**config.mk**
```make
export PLATFORM = sky130hd
export DESIGN_NAME = gate_sensor_array
export DESIGN_NICKNAME = d
export VERILOG_FILES = /design/src/rtl/gate_sensor_pkg.sv /design/src/rtl/gate_fsm.sv /design/src/rtl/gate_sensor_array.sv
export SDC_FILE = /design/constraint.sdc
export NUM_CORES = 1
export LEC_CHECK = 0
export CORE_MARGIN = 8
export CORE_UTILIZATION = 56
export DETAILED_ROUTE_END_ITERATION = 6
export DONT_BUFFER_PORTS = 1
export PLACE_DENSITY = 0.74
export SYNTH_ARGS = -nofsm -noshare
export SYNTH_HDL_FRONTEND = slang
export SYNTH_SLANG_ARGS = --single-unit
```
**constraint.sdc**
```tcl
create_clock -name clk -period 2.8 [get_ports clk]
set_input_delay 0.7 -clock clk [delete_from_list [all_inputs] [get_ports clk]]
set_output_delay 0.7 -clock clk [all_outputs]
set_load 0.02 [all_outputs]
```
**src/rtl/gate_sensor_pkg.sv**
```systemverilog
// rtl/gate_sensor_pkg.sv - shared gate state encoding and sensor pattern constants
package gate_sensor_pkg;

    // Per-gate passage state. E* walk an entry, X* walk an exit.
    typedef enum logic [2:0] {
        S_IDLE,
        S_E1,
        S_E2,
        S_E3,
        S_X1,
        S_X2,
        S_X3,
        S_FAULT
    } gate_state_e;

    // Sensor patterns as {B, A}: A is the outer beam, B the inner beam.
    localparam logic [1:0] P_CLEAR = 2'b00;
    localparam logic [1:0] P_A     = 2'b01;
    localparam logic [1:0] P_BOTH  = 2'b11;
    localparam logic [1:0] P_B     = 2'b10;

endpackage

```
**src/rtl/gate_fsm.sv**
```systemverilog
// rtl/gate_fsm.sv - two-sensor passage recogniser for a single gate
//
// Ports:
//   clk      in   clock, posedge
//   rst_n    in   synchronous active-low reset
//   pat      in   sensor pattern {B, A}, 1 = beam blocked
//   enter_o  out  registered one-cycle pulse per completed entry
//   exit_o   out  registered one-cycle pulse per completed exit
//   fault_o  out  registered level, high while the gate is in FAULT
module gate_fsm
    import gate_sensor_pkg::*;
(
    input  logic       clk,
    input  logic       rst_n,
    input  logic [1:0] pat,
    output logic       enter_o,
    output logic       exit_o,
    output logic       fault_o
);

    gate_state_e state_q, state_d;
    logic        enter_q, enter_d;
    logic        exit_q, exit_d;
    logic        fault_q, fault_d;

    // Each state accepts: its own pattern (hold), the pattern of the step
    // before it (back out one step), or the next pattern of its path.
    // Anything else is a fault.
    always_comb begin
        state_d = state_q;
        enter_d = 1'b0;
        exit_d  = 1'b0;
        case (state_q)
            S_IDLE: begin
                if (pat == P_A)           state_d = S_E1;
                else if (pat == P_B)      state_d = S_X1;
                else if (pat == P_BOTH)   state_d = S_FAULT;
            end
            S_E1: begin
                if (pat == P_BOTH)        state_d = S_E2;
                else if (pat == P_CLEAR)  state_d = S_IDLE;
                else if (pat == P_B)      state_d = S_FAULT;
            end
            S_E2: begin
                if (pat == P_B)           state_d = S_E3;
                else if (pat == P_A)      state_d = S_E1;
                else if (pat == P_CLEAR)  state_d = S_FAULT;
            end
            S_E3: begin
                if (pat == P_CLEAR) begin
                    state_d = S_IDLE;
                    enter_d = 1'b1;
                end
                else if (pat == P_BOTH)   state_d = S_E2;
                else if (pat == P_A)      state_d = S_FAULT;
            end
            S_X1: begin
                if (pat == P_BOTH)        state_d = S_X2;
                else if (pat == P_CLEAR)  state_d = S_IDLE;
                else if (pat == P_A)      state_d = S_FAULT;
            end
            S_X2: begin
                if (pat == P_A)           state_d = S_X3;
                else if (pat == P_B)      state_d = S_X1;
                else if (pat == P_CLEAR)  state_d = S_FAULT;
            end
            S_X3: begin
                if (pat == P_CLEAR) begin
                    state_d = S_IDLE;
                    exit_d  = 1'b1;
                end
                else if (pat == P_BOTH)   state_d = S_X2;
                else if (pat == P_B)      state_d = S_FAULT;
            end
            default: begin
                if (pat == P_CLEAR)       state_d = S_IDLE;
            end
        endcase
        fault_d = (state_d == S_FAULT);
    end

    always_ff @(posedge clk) begin
        if (!rst_n) begin
            state_q <= S_IDLE;
            enter_q <= 1'b0;
            exit_q  <= 1'b0;
            fault_q <= 1'b0;
        end else begin
            state_q <= state_d;
            enter_q <= enter_d;
            exit_q  <= exit_d;
            fault_q <= fault_d;
        end
    end

    assign enter_o = enter_q;
    assign exit_o  = exit_q;
    assign fault_o = fault_q;

endmodule

```
**src/rtl/gate_sensor_array.sv**
```systemverilog
// rtl/gate_sensor_array.sv - N two-sensor gates feeding a saturating occupancy counter
//
// Ports:
//   clk     in   clock, posedge
//   Rst     in   synchronous active-low reset
//   Sensor  in   2*N_GATES beams; gate g uses [2g+1:2g] = {B, A}
//   Enter   out  per-gate one-cycle entry pulse
//   Exit    out  per-gate one-cycle exit pulse
//   Fault   out  per-gate fault level
//   Count   out  current occupancy, saturating at 0 and CAPACITY
//   Full    out  Count == CAPACITY
//   Empty   out  Count == 0
//
// Optional build macro SENSOR_SYNC_EN: adds a two-flop synchroniser on every
// Sensor bit, delaying all outputs by two cycles.
module gate_sensor_array
    import gate_sensor_pkg::*;
#(
    parameter int N_GATES  = 2,
    parameter int CAPACITY = 16,
    parameter int CNT_W    = $clog2(CAPACITY + 1)
) (
    input  logic                   clk,
    input  logic                   Rst,
    input  logic [2*N_GATES-1:0]   Sensor,
    output logic [N_GATES-1:0]     Enter,
    output logic [N_GATES-1:0]     Exit,
    output logic [N_GATES-1:0]     Fault,
    output logic [CNT_W-1:0]       Count,
    output logic                   Full,
    output logic                   Empty
);

    logic [2*N_GATES-1:0] sens;

`ifdef SENSOR_SYNC_EN
    logic [2*N_GATES-1:0] sync1_q, sync1_d;
    logic [2*N_GATES-1:0] sync2_q, sync2_d;

    always_comb begin
        sync1_d = Sensor;
        sync2_d = sync1_q;
    end

    always_ff @(posedge clk) begin
        if (!Rst) begin
            sync1_q <= '0;
            sync2_q <= '0;
        end else begin
            sync1_q <= sync1_d;
            sync2_q <= sync2_d;
        end
    end

    assign sens = sync2_q;
`else
    assign sens = Sensor;
`endif

    for (genvar g = 0; g < N_GATES; g++) begin : g_gate
        gate_fsm u_gate (
            .clk     (clk),
            .rst_n   (Rst),
            .pat     (sens[2*g+1:2*g]),
            .enter_o (Enter[g]),
            .exit_o  (Exit[g]),
            .fault_o (Fault[g])
        );
    end

    logic [CNT_W-1:0] count_q, count_d;
    int               n_in, n_out, next_val;

    // Net change across all gates is applied at once, then clamped, so a
    // simultaneous entry and exit at the limit leaves the count unchanged.
    always_comb begin
        n_in  = 0;
        n_out = 0;
        for (int g = 0; g < N_GATES; g++) begin
            if (Enter[g]) n_in  = n_in + 1;
            if (Exit[g])  n_out = n_out + 1;
        end
        next_val = int'(count_q) + n_in - n_out;
        if (next_val > CAPACITY) next_val = CAPACITY;
        else if (next_val < 0)   next_val = 0;
        count_d = CNT_W'(next_val);
    end

    always_ff @(posedge clk) begin
        if (!Rst) begin
            count_q <= '0;
        end else begin
            count_q <= count_d;
        end
    end

    assign Count = count_q;
    assign Full  = (count_q == CNT_W'(CAPACITY));
    assign Empty = (count_q == '0);

endmodule
```
* Word-level counts from Yosys, hierarchy flattened
Cells that the tools add are included.
Widths: inputs -> output; s select.
** Word-level totals
- Output and inout bits :: 13
- Input port bits :: 6
- Logic and storage cells :: 96
- Flip-flop bits (word level) :: 17
** Cells by class
- Magnitude comparators :: 2
- Equality and inequality tests :: 21
- Reduce and logical (&&, ||, !) cells :: 10
- Bitwise logic cells :: 1
- Add/sub/neg operators :: 4
- Muxes and demuxes :: 48
** Operators with widths (count)
- $mux 3 :: 38
- $add 32x2->32 const B :: 2
- $mux 32 :: 2
- $pmux 3 s7 :: 2
- $add 6x32->32 :: 1
- $gt 32x6->1 const B :: 1
- $lt 32x1->1 const B :: 1
- $sub 32x32->32 :: 1
- $eq 3x3->1 const B :: 8
- $eq 3x2->1 const B :: 4
- $mux 5 :: 2
- $eq 2x2->1 const B :: 4
- $reduce_and 2->1 :: 4
- $eq 3x1->1 const B :: 2
- $logic_not 3->1 :: 2
- $eq 5x5->1 const B :: 1
- $logic_not 5->1 :: 1
- $eq 2x1->1 const B :: 2
- $logic_not 2->1 :: 2
- $mux 1 :: 4
- $reduce_or 3->1 :: 1
- $not 1->1 :: 1

* Depth between registers and ports, before layout
- Word-level depth :: 8
- Mapped depth :: 12
- Mapped depth without buffers :: 12

* Cells and area by module
A second synthesis with hierarchy kept.
** Unflattened totals
- Cell total of the unflattened synthesis :: 162
- Area total of the unflattened synthesis :: 1357.6 µm²
** By module, submodules not included
- gate_fsm :: sequential area each 120.1 µm², instances 2, cells an instance 54, area each 422.9 µm²
- gate_sensor_array :: sequential area each 100.1 µm², instances 1, cells an instance 54, area each 511.7 µm²

* Worst setup path before layout
Ideal clock, no wire load.
- Kind :: reg-to-reg
- Start :: register count_q[1] (netlist: Count[1])
- End :: register count_q[2] (netlist: Count[2])
- Data required time :: 2.659 ns
- Library setup time :: 0.141 ns
- Arrival time :: 2.661 ns
- Stages on the path, launching flop included :: 12
- Path slack :: -0.002 ns
- Clock period less this slack :: 2.802 ns
- Path through :: dfxtp_1 inv_1 fa_1 inv_1 ha_1 a211oi_1 o21bai_1 a21oi_1 ha_1 nor3b_1 mux2i_1 nor3_1
** On the way
- Word-level cells in the longest chain between the ends :: 4
- Elaborated cells between the ends (all ways) :: 5
- Those cells by class :: 2 x add/sub; 2 x order compare; 1 x reduce/logical
** RTL lines
- start, declared :: line gate_sensor_array.sv:71 : logic [CNT_W-1:0] count_q, count_d;
- start signal, assigned :: line gate_sensor_array.sv:93 : count_q <= count_d;
- $add 6x32->32 * :: line gate_sensor_array.sv:83 : next_val = int'(count_q) + n_in - n_out;
- $sub 32x32->32 * :: line gate_sensor_array.sv:83
- $gt 32x6->1 or $lt 32x1->1 (tied branches) :: line gate_sensor_array.sv:84, gate_sensor_array.sv:85
- $reduce_or 3->1 (no line)
Mark *: on every way between the ends. The rest lies on a longest branch, timed or not.
A chain may end at the register's enable or synchronous reset.

* Worst setup path in the final report
- Start :: register g_gate[1].u_gate.enter_q
- End :: register count_q[1] (netlist: Count[1])
** On the way
- Word-level cells in the longest chain between the ends :: 5
- Elaborated cells between the ends (all ways) :: 6
- Those cells by class :: 2 x add/sub; 2 x order compare; 1 x mux; 1 x reduce/logical
** RTL lines
- start, declared :: line gate_fsm.sv:22 : logic enter_q, enter_d;
- start signal, assigned :: line gate_fsm.sv:90 : enter_q <= enter_d;
- $mux 32 * :: line gate_sensor_array.sv:80 : if (Enter[g]) n_in = n_in + 1;
- $add 6x32->32 * :: line gate_sensor_array.sv:83
- $sub 32x32->32 * :: line gate_sensor_array.sv:83
- $gt 32x6->1 or $lt 32x1->1 (tied branches) :: line gate_sensor_array.sv:84, gate_sensor_array.sv:85
- $reduce_or 3->1 (no line)
Marks and branches as above.

==> insert_results.sql <==
INSERT INTO impl_metrics (metric_group, metric, value, unit) VALUES
('routing', 'vias_per_cell', '5.74', ''),
('sta', 'fin_worst_hold_slack', '0.511', 'ns'),
('routing', 'vias', '1102', ''),
('final_layout', 'design_area', '1460', 'um2'),
('placed_design', 'io_buffers', '0', ''),
('sta', 'hold_viol', '0', ''),
('pwr', 'total_leakage_power', '0.000583', 'uW'),
('global_route', 'antenna_found_initial', '0', ''),
('global_route', 'overflow_after_grt', '0', ''),
('sta', 'fin_worst_skew', '0.000614', 'ns'),
('synth', 'ys_async_sr_fraction', '0', '%'),
('clocking', 'root_buffer', 'sky130_fd_sc_hd__clkbuf_4', ''),
('worst_setup_path', 'timing.critical_path.cells', 'ha_4, inv_2, fa_1, inv_2, ha_4, a211oi_2, o21bai_1, a21oi_1, ha_1, nor3b_2, mux2i_1, buf_4, nor3_2', ''),
('final_layout', 'postLayoutCoreUtil', '65.3', '%'),
('synth', 'synth_warnings', '0', ''),
('synth', 'syn-cell-area', '1340', 'um2'),
('clocking', 'htree_levels', '1', ''),
('sta', 'max_freq', '368', 'MHz'),
('routing', 'routed_wirelength', '2720', 'um'),
('synth', 'postSynthNetCount', '183', ''),
('pwr', 'power_density', '551', 'nW/um2'),
('clocking', 'cts.sink_count', '17', ''),
('routing', 'wl_per_cell', '14.2', 'um'),
('min_path', 'whs_path_depth', '1', ''),
('synth', 'synth_largest_type_area_fraction', '25.4', '%'),
('pwr', 'max-vdd-ir-drop', '311', 'uV'),
('clocking', 'clock_path_buffers', '2', ''),
('synth', 'ys_top_cells_by_area', 'sky130_fd_sc_hd__dfxtp_1 25%, sky130_fd_sc_hd__ha_1 10%, sky130_fd_sc_hd__buf_4 5.6%, sky130_fd_sc_hd__inv_1 5.0%, sky130_fd_sc_hd__o21ai_0 4.9%', ''),
('clocking', 'worstSkewPairLatency', '0.28', 'ns'),
('routing', 'post-route-drc-count', '0', ''),
('global_route', 'grt_max_degree', '15', ''),
('die', 'number_of_primary_i_o_pins', '19', ''),
('global_route', 'via_count_of_the_first_global_routing_pass', '1058', ''),
('global_route', 'grt_first_pass_wirelength', '4510', 'um'),
('sta', 'timing.slew.headroom', '28.4', '%'),
('synth', 'synthesis.instances', '164', ''),
('routing', 'initialDrtViolationCount', '46', ''),
('die', 'core', '2230', 'um2'),
('worst_setup_path', 'path_class', 'flop to flop', ''),
('worst_setup_path', 'cp_slowest_stage_delay', '0.53', 'ns'),
('run_status', 'outcome', 'completed', ''),
('synth', 'synthesis_stage_register_bit_count', '17', ''),
('sta', 'period_needed', '2.72', 'ns'),
('final_layout', 'most_frequent_standard_cell_in_the_layout_excluding_fill_and_tap_cells', 'sky130_fd_sc_hd__inv_1', ''),
('synth', 'netlist.top_cell.by_area', 'sky130_fd_sc_hd__dfxtp_1', ''),
('placed_design', 'postPlaceCellArea', '1330', 'um2'),
('clocking', 'clkSlewWorstSetupHoldPaths', '0.09', 'ns'),
('routing', 'drt_pass1_iterations', '4', ''),
('placed_design', 'routabilityCongestion', '0.789', ''),
('routing', 'drt.antenna.violating_nets', '0', ''),
('synth', 'netlist-cell-type-count', '46', ''),
('placed_design', 'hpwl_after_detailed_placement', '2040', 'um'),
('worst_setup_path', 'required_time_at_the_endpoint_of_the_critical_path', '2.93', 'ns'),
('clocking', 'cts_inserted_buffers', '3', ''),
('worst_setup_path', 'worstSetupPathDepth', '13', ''),
('final_layout', 'area.growth.synth_to_final', '8.78', '%'),
('die', 'area_of_the_die', '4210', 'um2'),
('worst_setup_path', 'critical_path_slowest_stage_cell', 'sky130_fd_sc_hd__fa_1', ''),
('die', 'initial_utilization', '60.0', '%'),
('sta', 'min_period_over_period', '97.1', '%'),
('worst_setup_path', 'setup.worst_path.start_class', 'flop', ''),
('worst_setup_path', 'arrival', '2.85', 'ns'),
('die', 'placementRows', '17', ''),
('die', 'die_height', '64.9', 'um'),
('clocking', 'cts_tree', 'yes', ''),
('sta', 'setup_repair_after_global_routing_missed_its_margin', 'yes', ''),
('synth', 'ys_seq_area_share', '25.4', '%'),
('die', 'die_w', '64.9', 'um'),
('synth', 'synth_flop_cell', 'sky130_fd_sc_hd__dfxtp_1', ''),
('worst_setup_path', 'crit_family', 'adder cells', ''),
('global_route', 'globalRouteTotalUtil', '12.7', '%');
synthesized netlist by cell type (2+ instances only):
cell type / number
sky130_fd_sc_hd__a21oi_1: 8
sky130_fd_sc_hd__a31oi_1: 5
sky130_fd_sc_hd__and2b_1: 2
sky130_fd_sc_hd__buf_2: 4
sky130_fd_sc_hd__buf_4: 10
sky130_fd_sc_hd__dfxtp_1: 17
sky130_fd_sc_hd__fa_1: 2
sky130_fd_sc_hd__ha_1: 11
sky130_fd_sc_hd__inv_1: 18
sky130_fd_sc_hd__nand2_1: 6
sky130_fd_sc_hd__nand2b_1: 3
sky130_fd_sc_hd__nand3b_1: 2
sky130_fd_sc_hd__nor2_1: 8
sky130_fd_sc_hd__nor2b_1: 6
sky130_fd_sc_hd__nor3_1: 10
sky130_fd_sc_hd__nor3b_1: 2
sky130_fd_sc_hd__nor4b_1: 3
sky130_fd_sc_hd__o21a_1: 3
sky130_fd_sc_hd__o21ai_0: 13
sky130_fd_sc_hd__o21bai_1: 3
sky130_fd_sc_hd__xor2_1: 3
what timing repair did:
| item | in CTS | in global routing |
|---|---|---|
| pin swaps | 0 | 10 |
| endpoints found under the setup margin | 5 | 5 |
| gates resized for setup | 2 | 14 |
| setup buffers | 1 | 2 |
| hold buffers | 0 | 0 |
| hold endpoints to repair | 0 | 0 |
layer usage:
metal | track usage [%] | wire length, um | vias up
li1 | - | - | 566
met3 | 3.26 | 146 | 2
met5 | 0 | 0 | -
met1 | 14.5 | 1130 | 513
met2 | 22.6 | 1420 | 21
met4 | 3.81 | 16 | 0
state kept, by name (all words and copies together), names as in the netlist:
register               count
g_gate.u_gate.state_q      6
Count                      5
g_gate.u_gate.enter_o      2
g_gate.u_gate.exit_o       2
g_gate.u_gate.fault_o      2
final cells by class:
class	instances	area [um2]	area share [%]
clock buffers	4	26.3	1.80
inverters	19	71.3	4.89
multi-input cells	113	898	61.6
flip-flops and latches	17	344	23.6
well taps	28	35.0	2.40
repair buffers	11	82.6	5.67
through the flow:
step	setup slack, ns	TNS, ns	instances	total power [uW]
after global routing	-0.0590	-0.240	192	867
final	0.0799	0	192	803
after floorplan	0.0881	0	164	567
after detailed placement	-0.134	-0.584	185	607
after CTS	0.00237	0	190	759
after global placement	0.00617	0	185	591
power breakdown:
part / internal (uW) / total [uW] / switching [uW] / leakage (uW)
Clock: 55.2 / 125 / 69.4 / 0.0000150
Combinational: 163 / 339 / 176 / 0.000427
Sequential: 269 / 339 / 70.5 / 0.000141
Total: 487 / 803 / 316 / 0.000583
kinds of logic after synthesis:
logic type | after synthesis | synth area share [%]
and+or+nand+nor | 49 | 21.5
AOI/OAI and AO/OA | 45 | 22.4
buffers and inverters | 34 | 13.3
DFF | 17 | 25.4
adders and majority gates | 13 | 13.3
xor gates and xnor gates | 4 | 2.61
muxes | 2 | 1.59
worst paths after layout:
path / start / endpoint
setup / recovery: g_gate[1].u_gate.enter_o$_SDFF_PN0_ / Count[1]$_SDFF_PP0_
hold / removal: Sensor[3] / g_gate[1].u_gate.fault_o$_SDFF_PN0_
setup reg to reg: g_gate[1].u_gate.enter_o$_SDFF_PN0_ / Count[1]$_SDFF_PP0_
hold reg to reg: g_gate[1].u_gate.state_q[1]$_SDFF_PN0_ / g_gate[1].u_gate.enter_o$_SDFF_PN0_
Note: power is estimated with default switching activity, not from simulation.
